<file path="src/rtl/sgpio_pkg.sv">
// sgpio_pkg: shared SGPIO word width, idle level and bit-counter sizing
package sgpio_pkg;
    localparam int   SGPIO_WIDTH    = 8;
    localparam logic SGPIO_IDLE_BIT = 1'b0;
    function automatic int sgpio_cnt_w(input int w);
        return (w > 1) ? $clog2(w) : 1;
    endfunction
    localparam int   SGPIO_CNT_W    = sgpio_cnt_w(SGPIO_WIDTH);
endpackage

</file>
<file path="src/rtl/sgpio_sync_edge.sv">
// sgpio_sync_edge: multi-flop synchronizer for an asynchronous pin plus rising-edge detect
module sgpio_sync_edge #(
    parameter int   STAGES  = 2,
    parameter logic RST_VAL = 1'b0
) (
    input  logic clk,
    input  logic rst,
    input  logic d,
    output logic q,
    output logic rise
);
    logic [STAGES-1:0] sync;
    logic              q_d;
    // shift the pin through the synchronizer and keep one delayed copy for edge detect
    always_ff @(posedge clk) begin
        if (rst) begin
            sync <= {STAGES{RST_VAL}};
            q_d  <= RST_VAL;
        end else begin
            sync <= {sync[STAGES-2:0], d};
            q_d  <= sync[STAGES-1];
        end
    end
    assign q    = sync[STAGES-1];
    assign rise = q & ~q_d;
endmodule

</file>
<file path="src/rtl/sgpio_serial_tx.sv">
// sgpio_serial_tx: SGPIO transmit shifter, LSB-first on qualified SGPIO clock edges (option: SGPIO_TX_UNDERRUN_CNT_EN)
module sgpio_serial_tx
    import sgpio_pkg::*;
#(
    parameter int   WIDTH       = SGPIO_WIDTH,
    parameter int   SYNC_STAGES = 2,
    parameter logic IDLE_BIT    = SGPIO_IDLE_BIT
) (
    input  logic             clk,
    input  logic             rst,
    input  logic             sgpio_clk_in,
    input  logic             sgpio_en_n,
    input  logic [WIDTH-1:0] tx_data,
    input  logic             tx_valid,
    output logic             tx_ready,
    output logic             sgpio_dout,
    output logic             busy,
`ifdef SGPIO_TX_UNDERRUN_CNT_EN
    output logic             underrun,
    output logic [7:0]       underrun_cnt
`else
    output logic             underrun
`endif
);
    localparam int CW = sgpio_cnt_w(WIDTH);

    logic             clk_rise, en_n_s, en_rise_unused, tick;
    logic             hold_full, sr_valid, last, load, accept;
    logic [WIDTH-1:0] hold, sr;
    logic [CW-1:0]    bit_cnt;

    sgpio_sync_edge #(.STAGES(SYNC_STAGES), .RST_VAL(1'b0)) u_clk_sync (
        .clk(clk), .rst(rst), .d(sgpio_clk_in), .q(), .rise(clk_rise)
    );
    sgpio_sync_edge #(.STAGES(SYNC_STAGES), .RST_VAL(1'b1)) u_en_sync (
        .clk(clk), .rst(rst), .d(sgpio_en_n), .q(en_n_s), .rise(en_rise_unused)
    );

    assign tick     = clk_rise & ~en_n_s;
    assign last     = bit_cnt == CW'(WIDTH - 1);
    assign load     = hold_full & (~sr_valid | (tick & last));
    assign tx_ready = ~hold_full & ~rst;
    assign accept   = tx_valid & tx_ready;
    assign busy     = sr_valid | hold_full;

    // holding register, shifter and registered serial output; reload on the last tick keeps words gapless
    always_ff @(posedge clk) begin
        if (rst) begin
            hold       <= '0;
            hold_full  <= 1'b0;
            sr         <= '0;
            sr_valid   <= 1'b0;
            bit_cnt    <= '0;
            sgpio_dout <= IDLE_BIT;
            underrun   <= 1'b0;
        end else begin
            underrun   <= tick & ~sr_valid;
            sgpio_dout <= sr_valid ? sr[0] : IDLE_BIT;
            if (load) begin
                sr       <= hold;
                sr_valid <= 1'b1;
                bit_cnt  <= '0;
            end else if (tick & sr_valid & last) begin
                sr_valid <= 1'b0;
            end else if (tick & sr_valid) begin
                sr      <= sr >> 1;
                bit_cnt <= bit_cnt + CW'(1);
            end
            if (accept) begin
                hold      <= tx_data;
                hold_full <= 1'b1;
            end else if (load) begin
                hold_full <= 1'b0;
            end
        end
    end

`ifdef SGPIO_TX_UNDERRUN_CNT_EN
    // saturating count of underrun pulses
    always_ff @(posedge clk) begin
        if (rst) underrun_cnt <= '0;
        else if (underrun && underrun_cnt != 8'hFF) underrun_cnt <= underrun_cnt + 8'd1;
    end
`endif
endmodule
</file>
<file path="config.mk">
export PLATFORM = sky130hd
export DESIGN_NAME = sgpio_serial_tx
export DESIGN_NICKNAME = d
export VERILOG_FILES = /design/src/rtl/sgpio_pkg.sv /design/src/rtl/sgpio_sync_edge.sv /design/src/rtl/sgpio_serial_tx.sv
export SDC_FILE = /design/constraint.sdc
export NUM_CORES = 1
export LEC_CHECK = 0
export ABC_CLOCK_PERIOD_IN_PS = 2600
export CAP_MARGIN = 20
export CORE_MARGIN = 8
export CORE_UTILIZATION = 54
export CTS_CLUSTER_SIZE = 12
export DETAILED_ROUTE_END_ITERATION = 10
export PLACE_DENSITY_LB_ADDON = 0.12
export SLEW_MARGIN = 0
export SYNTH_ARGS = -nofsm -noshare
export SYNTH_HDL_FRONTEND = slang
export SYNTH_SLANG_ARGS = --single-unit
</file>
<file path="constraint.sdc">
create_clock -name clk -period 2.6 [get_ports clk]
set_input_delay 0.78 -clock clk [delete_from_list [all_inputs] [get_ports clk]]
set_output_delay 0.78 -clock clk [all_outputs]
set_load 0.02 [all_outputs]
</file>
==> impl_metrics.yaml <==
setup_path:
  critPathTopFamily: "buffers and inverters"
  cp.buffers_inverters: 2
  startpoint_type: "primary input"
  required_ns: 1.82
  crit_chain: "clkdlybuf4s50_1 > nor2_1 > dlygate4sd2_1"
  crit_fanout: 2
  crit_arrival_ns: 1.61
  slowest_delay_ns: 0.47
  cp_slowest_cell: "clkdlybuf4s50_1"
  crit_type: "primary input to primary output"
  end_kind: "primary output"
clocking:
  numCtsBuffers: 3
  cts_max_level: 1
  clk_pin_slew_ns: 0.13
  insertion_delay_ns: 0.31
  cts_tree: "built"
  cts_max_path_buffers: 2
  ctsHoldBuffers: 0
  cts_root_buf: "clkbuf_4"
  clock-sinks: 28
  post_cts_buffers: 0
hold_path:
  hold_path_class: "flip-flop to flip-flop"
cells_and_area:
  fin_cells: 156
  areaGrowthSynthToFinish_pct: 20.9
  antenna_cells: 0
  regArea_um2: 561
  post-route-util_pct: 67.4
  multi_input_area_um2: 473
  nNetsFinal: 145
  stdcell_area_um2: 1280
  drive_above_1_share_pct: 10.9
  fill_cells: 176
yosys:
  synth_area_leaders: "dfxtp_1, mux2i_1, nor2_1, nand2_1, a311oi_1"
  avgSynthCellArea_um2: 9.46
  yosysMostFrequentCell: "dfxtp_1"
  synth_edf_count: 0
  synthArstFlopShare_pct: 0
  yosysSeqAreaShare_pct: 52.9
  netlist_area_um2: 1060
  synth_top_cell_area_share_pct: 52.9
  synth_ff_type: "dfxtp_1"
  ys_ff_latch: 28
  synth_area_leader_cell: "dfxtp_1"
  synth_top_cells_by_count: "dfxtp_1, nor2_1, nand2_1"
  synth_cells: 112
  ys.warnings.count: 0
  ys_types: 23
  synth_nets: 127
global_routing:
  grt_antenna_before_repair: 0
  overflow: 0
  grt_usage_pct: 11.5
  grt_pass1_vias: 731
  grt_pass1_wl_mm: 3.23
  grt_max_degree: 26
sta:
  max_freq_mhz: 418
  worstMarginPinSlew_ns: 0.615
  period_minus_slack_ns: 2.39
  fin_hold_ws_ns: 0.436
  slew_headroom_pct: 59.0
  worst_clock_skew_ns: 0.000917
  rsz0062_at_grt: "false"
  post-route-period-util_pct: 91.9
  hold_viol: 0
  slew_violations: 0
  setup-violations-final: 0
place:
  dp.cells: 152
  io_buffers: 16
  place.gp.congestion: 0.716
  post_dp_cell_area_um2: 1250
  hpwl_mm: 1.33
detailed_routing:
  num_vias: 796
  route.detailed.drc: 0
  wl_mm: 1.84
  ant_nets: 0
  wl_per_cell_um: 11.8
  first_iter_violations: 15
  via_per_inst: 5.10
  drtPass1Iterations: 4
die:
  ioPinCount: 17
  core.rowCount: 16
  core_area_um2: 1900
  dieArea_um2: 3640
  die_h_um: 60.3
  die_w_um: 60.3
  start_util_pct: 55.7
pwr:
  vdd_ir_drop_max_uv: 345
  p_leak_nw: 0.494
  p_clk_share_pct: 26.2
  p_switching_uw: 172
  power_frac_seq_pct: 61.5
  switching_share_pct: 22.6
  cellPowerDensity_nw_per_um2: 594
  p_int_uw: 589
  comb_power_share_pct: 12.3
flow_run:
  cap_violations: 0
status:
  status: "finished, final reports clean"
[worst register-to-register path, stage by stage (launching register included)]
cell and delay, ns:
dfxtp_1 0.35, ha_1 0.20, ha_1 0.23, and4bb_2 0.27
o21ai_2 0.50, nor2_1 0.09, a311oi_1 0.27
[metrics by stage]
stage / worst slack, ns / TNS, ns / power [mW]
3_5_place_dp: -0.0709 / -0.0709 / 0.573
3_3_place_gp: -0.0748 / -0.0748 / 0.570
2_1_floorplan: 0.558 / 0 / 0.534
4_1_cts: 0.204 / 0 / 0.779
6_report: 0.209 / 0 / 0.761
5_1_grt: 0.179 / 0 / 0.808
[cell type report]
cell class                      count  share of cell area, %
Inverter                            1                  0.293
Multi-Input combinational cell     78                   36.9
Sequential cell                    28                   43.7
Tap cell                           27                   2.64
Timing Repair Buffer               18                   13.6
Clock buffer                        4                   2.83
[state kept, by name, summed over array words and instances (netlist names)]
register         cells
hold                 8
u_clk_sync.q_d       1
bit_cnt              3
sr_valid             1
sr                   8
hold_full            1
underrun             1
u_en_sync.sync       2
sgpio_dout           1
u_clk_sync.sync      2
[timing repair]
action                                  4_1_cts  5_1_grt
endpoints found under the setup margin        1        0
endpoints found under the hold margin         0        0
gates resized for setup                       1        0
[layout by cell type (no fill, tap or decap), drive strengths merged]
master         netlist  routed
nor2b                4       4
dfxtp               28      28
a311oi               7       7
inv                  1       1
mux2i                8       8
or2                  3       3
nand2b               1       1
o21ai                1       1
clkdlybuf4s50        0      15
nand3                1       1
clkbuf               2       4
xnor2                1       1
nand2               19      19
or3b                 1       1
or3                  1       1
o211ai               1       1
o21ba                1       1
a21oi                3       3
buf                  3       2
dlygate4sd2          0       1
nor2                21      21
nor3                 2       2
and4bb               1       1
ha                   2       2
[power by group through the flow]
stage | Sequential, mW | Combinational (mW) | Clock (mW)
after floorplan | 0.474 | 0.0594 | 0
after global placement | 0.477 | 0.0936 | 0
after detailed placement | 0.478 | 0.0951 | 0
after CTS | 0.468 | 0.0947 | 0.216
after global routing | 0.472 | 0.104 | 0.232
final | 0.468 | 0.0935 | 0.200
[worst paths after layout]
check / start / endpoint / slack [ns] / cells after the start
max reg2reg: bit_cnt[0] / sr[6] / 0.62 / 6
max: rst / tx_ready / 0.21 / 3
min reg2reg: u_en_sync.sync[0] / u_en_sync.sync[1] / 0.44 / 1
min: u_en_sync.sync[0] / u_en_sync.sync[1] / 0.44 / 1
[layer usage]
metal  track usage (%)  up-vias  share of wire [%]
li1                  -      409                  -
met1              13.2      370                 44
met5                 0        -                  0
met4              6.12        0                1.7
met3              3.44        4                5.4
met2              18.6       13                 49
[cell families after synthesis]
kind of cell    synth area share [%]
buf+inv                         2.48
fa+ha+maj                       2.36
mux                             7.56
xor+xnor                       0.827
compound gates                  9.68
simple gates                    24.2
flops                           52.9
Note: power is estimated with default switching activity, not from simulation.
